`src/rtl/vga_sync_decoder_if.sv`:
```
// Raster bundle between a VGA sync source (raw HS/VS) and vga_sync_decoder.
// master = source/consumer side, slave = decoder side.
interface vga_sync_decoder_if;
   logic        hs_in;
   logic        vs_in;
   logic [9:0]  x;
   logic [9:0]  y;
   logic        de;
   logic        frame_start;
   logic        locked;
   logic [11:0] line_len;
   logic [10:0] frame_lines;
   logic        hs_pol;
   logic        vs_pol;

   modport master (
      output hs_in, vs_in,
      input  x, y, de, frame_start, locked, line_len, frame_lines, hs_pol, vs_pol
   );

   modport slave (
      input  hs_in, vs_in,
      output x, y, de, frame_start, locked, line_len, frame_lines, hs_pol, vs_pol
   );
endinterface

```
`src/rtl/vga_sync_decoder.sv`:
```
// Recovers raster position, line/frame geometry and lock from raw VGA HS/VS.
// Optional feature macro: VGA_SYNC_AUTOPOL_EN (per-line/per-frame sync polarity detection).
//
// state  | meaning
// SEARCH | no usable timing; first VS edge starts tracking
// TRACK  | comparing each frame's geometry to the previous one
// LOCKED | LOCK_FRAMES consecutive matching frames seen; de enabled
module vga_sync_decoder #(
   parameter int H_OFFSET    = 144,
   parameter int H_ACTIVE    = 640,
   parameter int V_OFFSET    = 35,
   parameter int V_ACTIVE    = 480,
   parameter int LOCK_FRAMES = 2
) (
   input logic               clock_25,
   input logic               reset_n,
   vga_sync_decoder_if.slave sync
);
   typedef enum logic [1:0] {SEARCH = 2'd0, TRACK = 2'd1, LOCKED = 2'd2} state_t;

   localparam int          CNT_W = $clog2(LOCK_FRAMES + 1);
   localparam logic [11:0] H_MAX = 12'hfff;
   localparam logic [10:0] V_MAX = 11'h7ff;
   localparam logic [11:0] H_LO  = 12'(H_OFFSET);
   localparam logic [11:0] H_HI  = 12'(H_OFFSET + H_ACTIVE);
   localparam logic [10:0] V_LO  = 11'(V_OFFSET);
   localparam logic [10:0] V_HI  = 11'(V_OFFSET + V_ACTIVE);

   logic hs_meta, hs_sync, hs_dly;
   logic vs_meta, vs_sync, vs_dly;
   logic hs_edge, vs_edge;
   logic hs_edge_c, vs_edge_c;
   logic hs_pol_r, vs_pol_r, pol_change;

   logic [11:0] h, h_nxt, len_new, line_len;
   logic [10:0] v, frame_lines;
   logic        line_err, frame_start, timeout;

   state_t           state, state_nxt;
   logic [22:0]      ref_r, ref_nxt;
   logic [CNT_W-1:0] match_cnt, cnt_nxt, cnt_inc;
   logic             frame_ok;
   logic             in_h, in_v, de_w;

   // Edge detect works on raw synchronized levels so a polarity flip never fakes an edge.
   assign hs_edge_c = hs_pol_r ? (hs_sync & ~hs_dly) : (~hs_sync & hs_dly);
   assign vs_edge_c = vs_pol_r ? (vs_sync & ~vs_dly) : (~vs_sync & vs_dly);

   always_ff @(posedge clock_25 or negedge reset_n) begin
      if (!reset_n) begin
         hs_meta <= 1'b0;
         hs_sync <= 1'b0;
         hs_dly  <= 1'b0;
         vs_meta <= 1'b0;
         vs_sync <= 1'b0;
         vs_dly  <= 1'b0;
         hs_edge <= 1'b0;
         vs_edge <= 1'b0;
      end else begin
         hs_meta <= sync.hs_in;
         hs_sync <= hs_meta;
         hs_dly  <= hs_sync;
         vs_meta <= sync.vs_in;
         vs_sync <= vs_meta;
         vs_dly  <= vs_sync;
         hs_edge <= hs_edge_c;
         vs_edge <= vs_edge_c;
      end
   end

   always_comb begin
      h_nxt = h;
      if (hs_edge)
         h_nxt = 12'd0;
      else if (h != H_MAX)
         h_nxt = h + 12'd1;
   end

   assign len_new = (h == H_MAX) ? H_MAX : h + 12'd1;
   assign timeout = (h_nxt == H_MAX);

   always_ff @(posedge clock_25 or negedge reset_n) begin
      if (!reset_n) begin
         h           <= 12'd0;
         v           <= 11'd0;
         line_len    <= 12'd0;
         frame_lines <= 11'd0;
         line_err    <= 1'b0;
         frame_start <= 1'b0;
      end else begin
         h           <= h_nxt;
         frame_start <= vs_edge;
         if (hs_edge)
            line_len <= len_new;
         if (vs_edge) begin
            v           <= 11'd0;
            frame_lines <= v;
         end else if (hs_edge && v != V_MAX) begin
            v <= v + 11'd1;
         end
         // A length change in the same cycle as VS is kept for the next frame's verdict.
         if (hs_edge && len_new != line_len)
            line_err <= 1'b1;
         else if (vs_edge)
            line_err <= 1'b0;
      end
   end

`ifdef VGA_SYNC_AUTOPOL_EN
   logic [11:0] hs_high;
   logic [10:0] vs_high;
   logic        hs_pol_nxt, vs_pol_nxt;

   always_comb begin
      hs_pol_nxt = hs_pol_r;
      vs_pol_nxt = vs_pol_r;
      if (hs_edge)
         hs_pol_nxt = (hs_high < (len_new >> 1));
      if (vs_edge)
         vs_pol_nxt = (vs_high < (v >> 1));
   end

   assign pol_change = (hs_pol_nxt != hs_pol_r) || (vs_pol_nxt != vs_pol_r);

   always_ff @(posedge clock_25 or negedge reset_n) begin
      if (!reset_n) begin
         hs_pol_r <= 1'b0;
         vs_pol_r <= 1'b0;
         hs_high  <= 12'd0;
         vs_high  <= 11'd0;
      end else begin
         hs_pol_r <= hs_pol_nxt;
         vs_pol_r <= vs_pol_nxt;
         if (hs_edge)
            hs_high <= {11'd0, hs_sync};
         else if (hs_sync && hs_high != H_MAX)
            hs_high <= hs_high + 12'd1;
         if (vs_edge)
            vs_high <= 11'd0;
         else if (hs_edge && vs_sync && vs_high != V_MAX)
            vs_high <= vs_high + 11'd1;
      end
   end
`else
   assign hs_pol_r   = 1'b0;
   assign vs_pol_r   = 1'b0;
   assign pol_change = 1'b0;
`endif

   assign frame_ok = ({v, line_len} == ref_r) && !line_err;
   assign cnt_inc  = match_cnt + CNT_W'(1);

   always_ff @(posedge clock_25 or negedge reset_n) begin
      if (!reset_n) begin
         state     <= SEARCH;
         ref_r     <= 23'd0;
         match_cnt <= '0;
      end else begin
         state     <= state_nxt;
         ref_r     <= ref_nxt;
         match_cnt <= cnt_nxt;
      end
   end

   always_comb begin
      state_nxt = state;
      ref_nxt   = ref_r;
      cnt_nxt   = match_cnt;
      unique case (state)
         SEARCH: begin
            if (vs_edge) begin
               state_nxt = TRACK;
               ref_nxt   = 23'd0;
               cnt_nxt   = '0;
            end
         end
         TRACK: begin
            if (vs_edge) begin
               ref_nxt = {v, line_len};
               if (frame_ok) begin
                  cnt_nxt = cnt_inc;
                  if (cnt_inc >= CNT_W'(LOCK_FRAMES))
                     state_nxt = LOCKED;
               end else begin
                  cnt_nxt = '0;
               end
            end
         end
         LOCKED: begin
            if ((vs_edge && !frame_ok) || pol_change)
               state_nxt = SEARCH;
         end
         default: state_nxt = SEARCH;
      endcase
      // Losing HS entirely overrides whatever the VS logic decided.
      if (timeout)
         state_nxt = SEARCH;
   end

   assign in_h = (h >= H_LO) && (h < H_HI);
   assign in_v = (v >= V_LO) && (v < V_HI);
   assign de_w = (state == LOCKED) && in_h && in_v;

   assign sync.de          = de_w;
   assign sync.x           = de_w ? 10'(h - H_LO) : 10'd0;
   assign sync.y           = de_w ? 10'(v - V_LO) : 10'd0;
   assign sync.locked      = (state == LOCKED);
   assign sync.frame_start = frame_start;
   assign sync.line_len    = line_len;
   assign sync.frame_lines = frame_lines;
   assign sync.hs_pol      = hs_pol_r;
   assign sync.vs_pol      = vs_pol_r;
endmodule
```
`src/flat_wrapper.sv`:
```
// flat-port wrapper written by rule: the top's interface ports become plain ports
module vga_sync_decoder_flat 
#(
   parameter int H_OFFSET    = 144,
   parameter int H_ACTIVE    = 640,
   parameter int V_OFFSET    = 35,
   parameter int V_ACTIVE    = 480,
   parameter int LOCK_FRAMES = 2
)
  (clock_25, reset_n, sync_hs_in, sync_vs_in, sync_x, sync_y, sync_de, sync_frame_start, sync_locked, sync_line_len, sync_frame_lines, sync_hs_pol, sync_vs_pol);
  vga_sync_decoder_if sync_i ();
  input logic clock_25;
  input logic reset_n;
  input wire logic [$bits(sync_i.hs_in)-1:0] sync_hs_in;
  input wire logic [$bits(sync_i.vs_in)-1:0] sync_vs_in;
  output wire logic [$bits(sync_i.x)-1:0] sync_x;
  output wire logic [$bits(sync_i.y)-1:0] sync_y;
  output wire logic [$bits(sync_i.de)-1:0] sync_de;
  output wire logic [$bits(sync_i.frame_start)-1:0] sync_frame_start;
  output wire logic [$bits(sync_i.locked)-1:0] sync_locked;
  output wire logic [$bits(sync_i.line_len)-1:0] sync_line_len;
  output wire logic [$bits(sync_i.frame_lines)-1:0] sync_frame_lines;
  output wire logic [$bits(sync_i.hs_pol)-1:0] sync_hs_pol;
  output wire logic [$bits(sync_i.vs_pol)-1:0] sync_vs_pol;
  assign sync_i.hs_in = sync_hs_in;
  assign sync_i.vs_in = sync_vs_in;
  assign sync_x = sync_i.x;
  assign sync_y = sync_i.y;
  assign sync_de = sync_i.de;
  assign sync_frame_start = sync_i.frame_start;
  assign sync_locked = sync_i.locked;
  assign sync_line_len = sync_i.line_len;
  assign sync_frame_lines = sync_i.frame_lines;
  assign sync_hs_pol = sync_i.hs_pol;
  assign sync_vs_pol = sync_i.vs_pol;
  vga_sync_decoder #(.H_OFFSET(H_OFFSET), .H_ACTIVE(H_ACTIVE), .V_OFFSET(V_OFFSET), .V_ACTIVE(V_ACTIVE), .LOCK_FRAMES(LOCK_FRAMES)) u_core (.clock_25(clock_25), .reset_n(reset_n), .sync(sync_i));
endmodule
```
`config.mk`:
```
export PLATFORM = sky130hd
export DESIGN_NAME = vga_sync_decoder_flat
export DESIGN_NICKNAME = d
export VERILOG_FILES = /design/src/rtl/vga_sync_decoder_if.sv /design/src/rtl/vga_sync_decoder.sv /design/src/flat_wrapper.sv
export SDC_FILE = /design/constraint.sdc
export NUM_CORES = 1
export LEC_CHECK = 0
export ABC_AREA = 0
export BUFFER_PORTS_ARGS = -buffer_cell sky130_fd_sc_hd__buf_2
export CAP_MARGIN = 20
export CORE_UTILIZATION = 45
export CTS_CLUSTER_SIZE = 30
export DETAILED_ROUTE_END_ITERATION = 7
export PLACE_DENSITY_LB_ADDON = 0.2
export SYNTH_ARGS = -nofsm -noshare
export SYNTH_HDL_FRONTEND = slang
export SYNTH_SLANG_ARGS = --single-unit
```
`constraint.sdc`:
```
create_clock -name clock_25 -period 3.4 [get_ports clock_25]
set_input_delay 0.51 -clock clock_25 [delete_from_list [all_inputs] [get_ports clock_25]]
set_output_delay 0.51 -clock clock_25 [all_outputs]
set_load 0.05 [all_outputs]
```
# ---- After elaboration in Yosys (flattened, before gate mapping)
# Index checks and enable logic that the tools add are counted.
dict set report totals {
  inputBits 4
  ff_bits 83
  output_inout_bits 48
  elab_cells 85
  mem_count 0
  latch_bits 0
  mem_bits_rw 0
  rom_bits 0
}
dict set report op_classes {
  n_eq_ne 15
  muxes 23
  n_shift 0
  magnitude_cmp 5
  reduce_logical 16
  div 0
  n_bitwise 4
  addsub 5
  n_mul 0
}
# op n
set ops {}
lappend ops {{23-bit 2-to-1 mux} 2}
lappend ops {{23-bit case mux with 2 select lines} 1}
lappend ops {{12-bit 2-to-1 mux} 3}
lappend ops {{12-bit equality test (second input constant)} 2}
lappend ops {{23-bit equality test} 1}
lappend ops {{11-bit 2-to-1 mux} 2}
lappend ops {{10-bit 2-to-1 mux} 2}
lappend ops {{2-bit 2-to-1 mux} 9}
lappend ops {{3-bit by 1-bit inequality test with 1-bit output (second input constant)} 5}
lappend ops {{12-bit by 1-bit adder with 12-bit output (second input constant)} 1}
lappend ops {{12-bit by 8-bit greater-or-equal comparator with 1-bit output (second input constant)} 1}
lappend ops {{12-bit by 10-bit less-than comparator with 1-bit output (second input constant)} 1}
lappend ops {{12-bit inequality test} 1}
lappend ops {{12-bit inequality test (second input constant)} 1}
lappend ops {{11-bit by 1-bit adder with 11-bit output (second input constant)} 1}
lappend ops {{11-bit by 6-bit greater-or-equal comparator with 1-bit output (second input constant)} 1}
lappend ops {{11-bit by 10-bit less-than comparator with 1-bit output (second input constant)} 1}
lappend ops {{11-bit inequality test (second input constant)} 1}
lappend ops {{10-bit by 6-bit subtractor with 10-bit output (second input constant)} 1}
lappend ops {{10-bit by 8-bit subtractor with 10-bit output (second input constant)} 1}
lappend ops {{1-bit logical AND} 8}
lappend ops {{2-bit case mux with 3 select lines} 1}
lappend ops {{2-bit nonzero test} 3}
lappend ops {{5-bit AND reduction} 1}
lappend ops {{other kinds (12)} 17}

# ---- Depth between registers and ports, before layout
# Gate-level depths: netlist (run 1).
dict set report logic_depth {
  ltp_word 7
  depth_mapped 11
}

# ---- Least setup slack after synthesis (run 1)
# Ideal clock, no wire load.
dict set report synth_timing {
  path_kind {reg2out}
  from {register u_core.state[0]}
  to {output port sync_x[7]}
  stages_incl_launch_ff 6
  n_path_buf 1
  t_arrival_ps 2790
  required_time_ps 2890
  path_slack_ps 100
  path_cell_list {dfrtp_1 > nor2b_1 > and3_1 > o211ai_1 > buf_2 > nor3_1}
}
dict set report synth_between {
  elab_chain_len 4
}
# element line
set synth_lines {}
lappend synth_lines {{start, declared} vga_sync_decoder.sv:39} ;# state_t state, state_nxt;
lappend synth_lines {{start signal, assigned} vga_sync_decoder.sv:159} ;# state <= state_nxt;
lappend synth_lines {{2-bit equality test} -}
lappend synth_lines {{named net sync_locked} flat_wrapper.sv:20} ;# output wire logic [$bits(sync_i.locked)-1:0] sync_locked;
lappend synth_lines {{1-bit logical AND (2 in series)} vga_sync_decoder.sv:202} ;# assign de_w = (state == LOCKED) && in_h && in_v;
lappend synth_lines {{10-bit 2-to-1 mux} vga_sync_decoder.sv:205} ;# assign sync.x = de_w ? 10'(h - H_LO) : 10'd0;
lappend synth_lines {{end, declared} flat_wrapper.sv:16} ;# output wire logic [$bits(sync_i.x)-1:0] sync_x;
# The timed path passes the listed nets, and every way through them passes these cells.

# ---- Final worst setup path (run 1)
dict set report layout_timing {
  from {register u_core.h[4]}
  to {output port sync_x[7]}
}
dict set report layout_between {
  elab_chain_len 5
  word_cells_on_any_way 7
  cone_classes {add/sub: 1; order compare: 2; mux: 1; reduce/logical: 3}
}
# element line
set layout_lines {}
lappend layout_lines {{start, declared} vga_sync_decoder.sv:35} ;# logic [11:0] h, h_nxt, len_new, line_len;
lappend layout_lines {{start signal, assigned} vga_sync_decoder.sv:91} ;# h <= h_nxt;
lappend layout_lines {{12-bit by 8-bit greater-or-equal comparator with 1-bit output / 12-bit by 10-bit less-than comparator with 1-bit output (equally long branches)} vga_sync_decoder.sv:200} ;# assign in_h = (h >= H_LO) && (h < H_HI);
lappend layout_lines {{1-bit logical AND} vga_sync_decoder.sv:200}
lappend layout_lines {{1-bit logical AND (2 in series)} vga_sync_decoder.sv:202}
lappend layout_lines {{10-bit 2-to-1 mux *} vga_sync_decoder.sv:205}
# Every way passes the cells marked *; elsewhere a longest branch is shown, timed or not.

==> results.yml, run 1 <==
status:
  status: "finished, final reports clean"
floorplan:
  rows: 36
  initial_core_util_pct: 46.7
  die_y_um: 103
  die_area_mm2: 0.0107
  core_area_mm2: 0.00986
  die_w_um: 103
  pin_count: 52
detailed_routing:
  drt_iter0_markers: 189
  vias: 3734
  postRouteAntennaNets: 0
  routed_wl_mm: 11.2
  first_pass_iters: 5
  drc: 0
  drt-wirelength-per-cell_um: 16.3
  vias_per_cell: 5.42
sta:
  period_needed_ps: 3110
  hold_viol: 0
  fin_worst_skew_ps: 8.56
  tns_ps: 0
  setup_viol: 0
  finalCritPeriodShare_pct: 91.5
  final_max_slew_viol_count: 0
  fmax_ghz: 0.322
  max_slew.worst_pin.slew_ps: 713
  rsz0062_at_grt: "no"
  relSlewSlack_pct: 52.1
grt:
  grt_start_max_net_pins: 84
  grt-ovfl-total: 0
  grt_pass1_vias: 3323
  grt_pass1_wl_mm: 17.9
  grt_use_total_pct: 22.9
  antenna_found_initial: 0
pwr:
  power_w: 0.00248
  peakVddDrop_mv: 0.259
  p_leak_nw: 2.47
  power_density_mw_per_mm2: 479
critical_path:
  cp_slowest_stage_delay_ps: 420
  crit_slowest_cell: "dfrtp_1"
  cp-start-kind: "flip-flop"
  cp_top_family: "buffers and inverters"
  crit_type: "flip-flop to primary output"
  required_ps: 2890
  arrival_ps: 2600
  crit_fanout: 21
  cp_num_buf_inv: 4
  cp_cell_sequence: "buf_4 -> inv_1 -> ha_1 -> nand2b_1 -> o211ai_1 -> and3_1 -> o211ai_1 -> buf_4 -> nor3_1 -> buf_2"
  end_kind: "primary output"
cts:
  cts_root_buf: "clkbuf_8"
  clkTransAtPathRegs_ps: 90
  ctsHtreeMaxLevel: 3
  cts_buffer_depth: 2
  cts.sinks: 83
  cts_buffers: 9
  clk_latency_ps: 360
  cts_tree: "yes"
synth:
  synth-edff-count: 0
  avgSynthCellArea_um2: 9.01
  ys_seq_area_share_pct: 45.0
  ys.flop_type: "dfrtp_1"
  async_flop_share_pct: 100
  synth_cell_type_count: 52
  ys.warnings.count: 0
  ys_seq_elements: 83
  postSynthCellCount: 512
  syn_area_mm2: 0.00461
placement:
  port-buffer-count: 49
  post-dp-hpwl_mm: 7.89
  dpl_cell_area_mm2: 0.00495
  gp_congestion: 0.874
finish:
  syn2layout_area_growth_pct: 12.1
  drive_gt1_share_pct: 18.5
  finalInstanceArea_mm2: 0.00517
  fin_util_pct: 52.4
  nets: 562
  num_antenna_cells: 0
flow_run:
  max_cap_violations: 0
worst_hold_path:
  hold_path_class: "input port to flip-flop"
## state kept, by name, summed over array words and instances (netlist names), 2 cells and up
signal                   count
u_core.sync.frame_lines     11
u_core.ref_r                23
u_core.state                 2
u_core.h                    12
u_core.match_cnt             2
u_core.sync.line_len        12
u_core.v                    11
## cells in the mapped netlist, types with 4 or more instances
| cell | instances | area, um^2 |
|---|---|---|
| dfrtp_1 | 83 | 2080 |
| nand2_1 | 68 | 255 |
| nor2_1 | 51 | 191 |
| xor2_1 | 33 | 289 |
| o21ai_0 | 31 | 155 |
| a21oi_1 | 25 | 125 |
| inv_1 | 19 | 71.3 |
| clkbuf_1 | 16 | 60.1 |
| xnor2_1 | 16 | 140 |
| mux2_2 | 14 | 158 |
| nand3_1 | 14 | 70.1 |
| buf_2 | 13 | 65.1 |
| nand4_1 | 13 | 81.3 |
| nor3_1 | 11 | 55.1 |
| nor4_1 | 10 | 62.6 |
| ha_1 | 7 | 87.6 |
| nor2b_1 | 7 | 43.8 |
| buf_4 | 6 | 45.0 |
| o211ai_1 | 6 | 45.0 |
| o31ai_1 | 6 | 45.0 |
| or3_1 | 6 | 37.5 |
| and3_1 | 5 | 31.3 |
| nand2b_1 | 5 | 31.3 |
| and4_1 | 4 | 35.0 |
| buf_1 | 4 | 15.0 |
## layout by cell type, fill, tap and decap left out, types with 16 or more instances in the layout
cell and n:
nand2_1 68, buf_2 48, xnor2_1 16, nor2_1 51, xor2_1 33, o21ai_0 31, inv_1 19, a21oi_1 25
buf_4 18, dfrtp_1 83
## through the flow
step	std cells	setup slack [ps]	hold WS, ps
final	689	291	252
after global routing	689	27.0	234
after CTS	687	263	234
after detailed placement	671	604	336
after global placement	671	693	333
after floorplan	513	100	214
## power by group
| part | switching [W] | internal (W) | total (W) |
|---|---|---|---|
| Combinational | 0.000402 | 0.000216 | 0.000618 |
| Clock | 0.000386 | 0.000273 | 0.000659 |
| Sequential | 0.000126 | 0.00108 | 0.00120 |
## repair_timing
item / 4_1_cts / 5_1_grt
endpoints found under the hold margin: 0 / 9
resized for setup: 0 / 0
buffers inserted: 0 / 0
hold buffers: 0 / 1
## cells by family (layout without fill, tap and decap cells)
| family | Yosys count | in the layout | synth area share [%] |
|---|---|---|---|
| XOR/XNOR | 49 | 49 | 9.31 |
| AND/OR/NAND/NOR | 206 | 206 | 21.8 |
| buffers and inverters | 60 | 103 | 5.92 |
| AO/OA/AOI/OAI | 90 | 90 | 12.1 |
| adder cells (fa/ha/maj) | 7 | 7 | 1.90 |
| other | 1 | 2 | 0.0813 |
| flip-flops | 83 | 83 | 45.0 |
| multiplexers | 16 | 16 | 3.85 |
## layer usage
layer	GRT usage (%)	part of all wire (%)	vias up	wire [um]
li1	-	-	1831	-
met1	35.9	52	1781	5820
met2	31.9	42	110	4690
met3	3.56	5.1	12	570
met4	7.48	1.3	0	144
met5	0	0	-	0
## final cells by class
| cell class | count | area [um^2] |
|---|---|---|
| Sequential cell | 83 | 2080 |
| Multi-Input combinational cell | 370 | 2260 |
| Fill cell | 964 | 4690 |
| Inverter | 19 | 71.3 |
| Tap cell | 133 | 166 |
| Clock buffer | 10 | 128 |
| Timing Repair Buffer | 68 | 413 |
| Clock inverter | 6 | 50.0 |
## path summary, 6_finish.rpt
path | start | endpoint | slack, ps | cells after the start
min | sync_vs_in | u_core.vs_meta | 250 | 1
max reg2reg | u_core.h[5] | u_core.state[1] | 550 | 10
min reg2reg | u_core.vs_meta | u_core.vs_sync | 360 | 0
max in group asynchronous | reset_n | u_core.sync.frame_lines[5] | 2290 | 3
min in group asynchronous | reset_n | u_core.h[4] | 520 | 2
max | u_core.h[4] | sync_x[7] | 290 | 10
No activity file was read; power rests on OpenSTA's default activity.
==> run 2: changes to the inputs <==
Settings changed: ABC_AREA 0 to 1.
==> run 2 against run 1 <==
  * Clock power increased by 15%
  * Area after synthesis decreased by 1.8%
  * Wire length decreased by 0.82%
  * Critical path type unchanged
  * Register-to-register slack improved by 520 ps
  * Largest power group unchanged
  * Largest cell class is now registers
  * Sequential cell count unchanged
==> results.yml, run 2 <==
placement:
  post-dp-hpwl_mm: 8.13
  port-buffer-count: 49
  gp_congestion: 0.946
detailed_routing:
  vias_per_cell: 5.14
  drt_iter0_markers: 218
  postRouteAntennaNets: 0
  first_pass_iters: 5
  vias: 4138
  drc: 0
  drt-wirelength-per-cell_um: 13.8
  routed_wl_mm: 11.1
synth:
  synthTopCellsByArea: "dfrtp_1, nand2_1, inv_1, nor2_1, nand3_1"
  ys.warnings.count: 0
  synth.area.mux_share_pct: 0
  synth_cell_type_count: 34
  yosysMostFrequentCell: "nand2_1"
  ys.flop_type: "dfrtp_1"
  synth_compound_area_share_pct: 9.34
  ys_seq_area_share_pct: 45.9
  synth_common_cells: "nand2_1, dfrtp_1, inv_1"
  async_flop_share_pct: 100
  avgSynthCellArea_um2: 7.29
  synthAdderAreaFrac_pct: 1.93
  synth_top_family_by_area: "simple AND/OR/NAND/NOR gates"
  synth-edff-count: 0
  synth-xor-area-share_pct: 2.51
  yosys.area_share.simple_pct: 30.6
  syn_area_mm2: 0.00453
  yosysTopAreaCell: "dfrtp_1"
  postSynthCellCount: 621
  synth_top_cell_area_share_pct: 45.9
  ys_seq_elements: 83
critical_path:
  cp-start-kind: "flip-flop"
  cp_top_family: "simple AND/OR/NAND/NOR gates"
  arrival_ps: 2350
  worst-path-stages: 10
  cp_slowest_stage_delay_ps: 500
  r2r_start: "u_core.h[1]"
  end_kind: "primary output"
  required_ps: 2890
  cp_num_buf_inv: 3
  crit_type: "flip-flop to primary output"
  critPathLaunch: "u_core.h[4]"
  cp_cell_sequence: "inv_1 -> ha_1 -> nand2_1 -> nand2_1 -> nand4_1 -> nand4_1 -> nor2_2 -> inv_2 -> a21oi_1 -> buf_2"
  crit_slowest_cell: "dfrtp_1"
  crit_fanout: 18
  worst_r2r_path_depth: 10
cts:
  cts.sinks: 83
  cts_setup_buffers: 0
  cts_resized: 0
  cts_root_buf: "clkbuf_8"
  ctsHtreeMaxLevel: 3
  clk_latency_ps: 360
  clkTransAtPathRegs_ps: 90
  cts-hold-fix-buffers: 0
  cts_buffers: 9
  cts_buffer_depth: 2
  cts_tree: "yes"
finish:
  final_cell_mix: "nand2_1, inv_1, dfrtp_1"
  nets: 678
  syn2layout_area_growth_pct: 12.9
  reg_top3: "u_core.ref_r (23), u_core.h (12), u_core.sync.line_len (12)"
  drive_gt1_share_pct: 13.5
  regMostFlops: "u_core.ref_r"
  nFillCells: 966
  num_antenna_cells: 0
  fin_util_pct: 52.3
  layout_commonest_cell: "nand2_1"
  largest_reg_flops: 23
sta:
  period_needed_ps: 2860
  hold_viol: 0
  rsz0062_at_grt: "no"
  hold_slack_ps: 10.9
  final_max_slew_viol_count: 0
  relSlewSlack_pct: 62.8
  max_slew.worst_pin.slew_ps: 556
  tns_ps: 0
  fin_worst_skew_ps: 12.7
  setup_viol: 0
  fmax_ghz: 0.350
  finalCritPeriodShare_pct: 84.0
floorplan:
  die_area_mm2: 0.0105
  initial_core_util_pct: 46.3
  core_area_mm2: 0.00977
  pin_count: 52
  die_w_um: 102
  rows: 36
  die_y_um: 102
grt:
  grt_use_total_pct: 23.5
  grt_pass1_vias: 3935
  grt_start_max_net_pins: 84
  grt_pass1_wl_mm: 18.9
  grt-ovfl-total: 0
  antenna_found_initial: 0
worst_hold_path:
  hold_path_class: "input port to asynchronous set/reset pin"
pwr:
  power_density_mw_per_mm2: 507
  p_leak_nw: 2.80
  peakVddDrop_mv: 0.407
  power_w: 0.00259
flow_run:
  max_cap_violations: 0
status:
  status: "finished, final reports clean"
run 2: logic make-up after synthesis:
| group | count (synthesis) |
|---|---|
| fa+ha+maj | 7 |
| xor+xnor | 13 |
| compound gates | 75 |
| flops | 83 |
| buf+inv | 109 |
| simple gates | 333 |
| other cells | 1 |
run 2: path summary, 6_finish.rpt:
| kind | end | slack, ps |
|---|---|---|
| max reg2reg | u_core.state[1] | 1070 |
| max in group asynchronous | u_core.ref_r[10] | 2770 |
| max | sync_x[6] | 540 |
| min | u_core.sync.frame_start | 10 |
| min reg2reg | u_core.vs_sync | 350 |
| min in group clock_25 | u_core.hs_meta | 250 |
run 2: routing by layer:
metal / track usage, % / up-vias / wire length [um]
li1: - / 2048 / -
met1: 29.5 / 1912 / 4800
met2: 40.0 / 151 / 5430
met3: 4.31 / 27 / 589
met4: 9.67 / 0 / 318
met5: 0 / - / 0
run 2: layout make-up:
type                       instances  area, um^2  share of cell area, %
sequential                        83        2080                   40.6
tap                              133         166                   3.26
multi-input combinational        430        2020                   39.4
clock buffer                      10         138                   2.69
timing repair buffer              55         313                   6.12
inverter                          88         330                   6.46
clock inverter                     6        71.3                   1.40
run 2: report_power, final:
part | internal (W) | switching (W) | total [W]
logic | 0.000196 | 0.000466 | 0.000662
clock network | 0.000367 | 0.000389 | 0.000756
registers | 0.00108 | 0.0000896 | 0.00117
run 2: stage by stage:
| stage | std cells | cell area (um^2) | setup slack (ps) |
|---|---|---|---|
| final | 805 | 5110 | 544 |
| after CTS | 804 | 5080 | 501 |
| after global placement | 788 | 4870 | 1000 |
| after detailed placement | 788 | 4870 | 921 |
| after global routing | 805 | 5110 | 274 |
| after floorplan | 622 | 4530 | 344 |
==> run 3: changes to the inputs <==
Clock period 3.4 ns to 2.9 ns, I/O delays scaled along.
==> run 3 against run 2 <==
  * Via count down 1.3%
  * Largest cell class unchanged
  * Total power up 21%
  * First-iteration DRC count down 24%
  * Die area unchanged
  * Setup slack worse by 370 ps
  * Hold slack better by 64 ps
  * Cell count up 0.37%
  * Core utilization up 0.37 points
  * Sequential power up 18%
  * Highest routed layer unchanged
  * Global-route usage up 0.29 points
  * Non-clock buffer count up 3
==> results.yml, run 3 (synthesis gave the netlist of run 2 again) <==
grt:
  antenna_found_initial: 0
  grt_pass1_vias: 3941
  grt-ovfl-total: 0
  grt_pass1_wl_mm: 19.0
  grt_start_max_net_pins: 47
  grt_use_total_pct: 23.8
placement:
  dpl_cell_area_mm2: 0.00490
  gp_congestion: 0.895
  port-buffer-count: 49
  place_inst: 792
  post-dp-hpwl_mm: 8.50
finish:
  largest_reg_flops: 23
  nets: 681
  fin_cells: 808
  num_antenna_cells: 0
  drive_gt1_share_pct: 14.2
  layout_commonest_cell: "nand2_1"
  reg_top3: "u_core.ref_r (23), u_core.h (12), u_core.sync.line_len (12)"
  final_cell_mix: "nand2_1, inv_1, dfrtp_1"
  regMostFlops: "u_core.ref_r"
  syn2layout_area_growth_pct: 13.7
  finalInstanceArea_mm2: 0.00515
detailed_routing:
  vias: 4083
  first_pass_iters: 4
  vias_per_cell: 5.05
  routed_wl_mm: 11.6
  drc: 0
  drt_iter0_markers: 166
  postRouteAntennaNets: 0
  drt-wirelength-per-cell_um: 14.3
critical_path:
  crit_top_cell: "nand4_1"
  cp_num_buf_inv: 1
  r2r_end: "u_core.state[0]"
  cp_cell_sequence: "nor2_2 -> nand4_1 -> o21ai_0 -> nand4_1 -> nor2_4 -> nand2_1 -> a21oi_1 -> buf_2"
  r2r_slack_ps: 540
  crit_type: "flip-flop to primary output"
  arrival_ps: 2290
  r2r_start: "u_core.h[1]"
  worst_r2r_path_depth: 10
  crit_slowest_cell: "dfrtp_1"
  required_ps: 2470
  cp_slowest_stage_delay_ps: 500
  cp_top_family: "simple AND/OR/NAND/NOR gates"
  cp-start-kind: "flip-flop"
  end_kind: "primary output"
  crit_fanout: 8
sta:
  final_max_slew_viol_count: 0
  relSlewSlack_pct: 59.5
  finalCritPeriodShare_pct: 94.1
  fin_worst_skew_ps: 14.0
  tns_ps: 0
  hold_viol: 0
  hold_slack_ps: 74.6
  max_slew.worst_pin.slew_ps: 608
  fmax_ghz: 0.367
  period_needed_ps: 2730
  rsz0062_at_grt: "no"
  setup_viol: 0
floorplan:
  pin_count: 52
  die_area_mm2: 0.0105
  rows: 36
  initial_core_util_pct: 46.3
  core_area_mm2: 0.00977
  die_y_um: 102
  die_w_um: 102
cts:
  clk_latency_ps: 360
  cts_buffer_depth: 2
  ctsHtreeMaxLevel: 3
  cts_buffers: 9
  cts_root_buf: "clkbuf_8"
  cts_tree: "yes"
  clkTransAtPathRegs_ps: 100
  cts.sinks: 83
status:
  status: "finished, final reports clean"
flow_run:
  max_cap_violations: 0
pwr:
  peakVddDrop_mv: 0.494
  power_density_mw_per_mm2: 608
  p_leak_nw: 2.82
worst_hold_path:
  hold_path_class: "input port to asynchronous set/reset pin"
-- run 3: cell type report --
class / instances / area [um^2]
Fill cell: 984 / 4630
Clock buffer: 9 / 124
Multi-Input combinational cell: 430 / 2020
Clock inverter: 7 / 105
Timing Repair Buffer: 58 / 318
Tap cell: 133 / 166
Inverter: 88 / 333
Sequential cell: 83 / 2080
-- run 3: power breakdown --
group	total [W]	leakage (nW)	switching (W)	internal, W
logic	0.000774	1.59	0.000547	0.000227
clock network	0.000979	0.118	0.000476	0.000502
registers	0.00138	1.11	0.000108	0.00127
-- run 3: metal layers --
layer  wire, um  GRT usage, %  vias to the layer above
met5          0             0                        -
met4        266          9.23                        0
met3        413          3.90                       23
met2       5730          42.5                       98
met1       5160          28.7                     1921
li1           -             -                     2041
-- run 3: worst max path at each step --
stage,end,start,cells after the start,slack [ps]
5_1_grt,sync_y[4],u_core.v[3],8,40
4_1_cts,sync_x[6],u_core.h[4],10,80
3_5_place_dp,sync_x[6],u_core.h[4],10,490
6_report,sync_y[5],u_core.v[3],8,170
2_1_floorplan,sync_x[0],u_core.h[4],10,-80
3_3_place_gp,sync_x[6],u_core.h[4],10,550
-- run 3: what timing repair did --
item,in CTS,in global routing
setup endpoints to repair,0,19
gates resized for setup,0,6
setup buffers,0,0
hold buffers,0,0
-- run 3: through the flow --
stage	total power (W)	util [%]	setup slack, ps
floorplan	0.00195	-	-80.8
global placement	0.00215	50.2	546
detailed placement	0.00216	50.2	488
CTS	0.00314	52.5	77.4
global route	0.00329	52.7	35.6
finish	0.00313	52.7	172
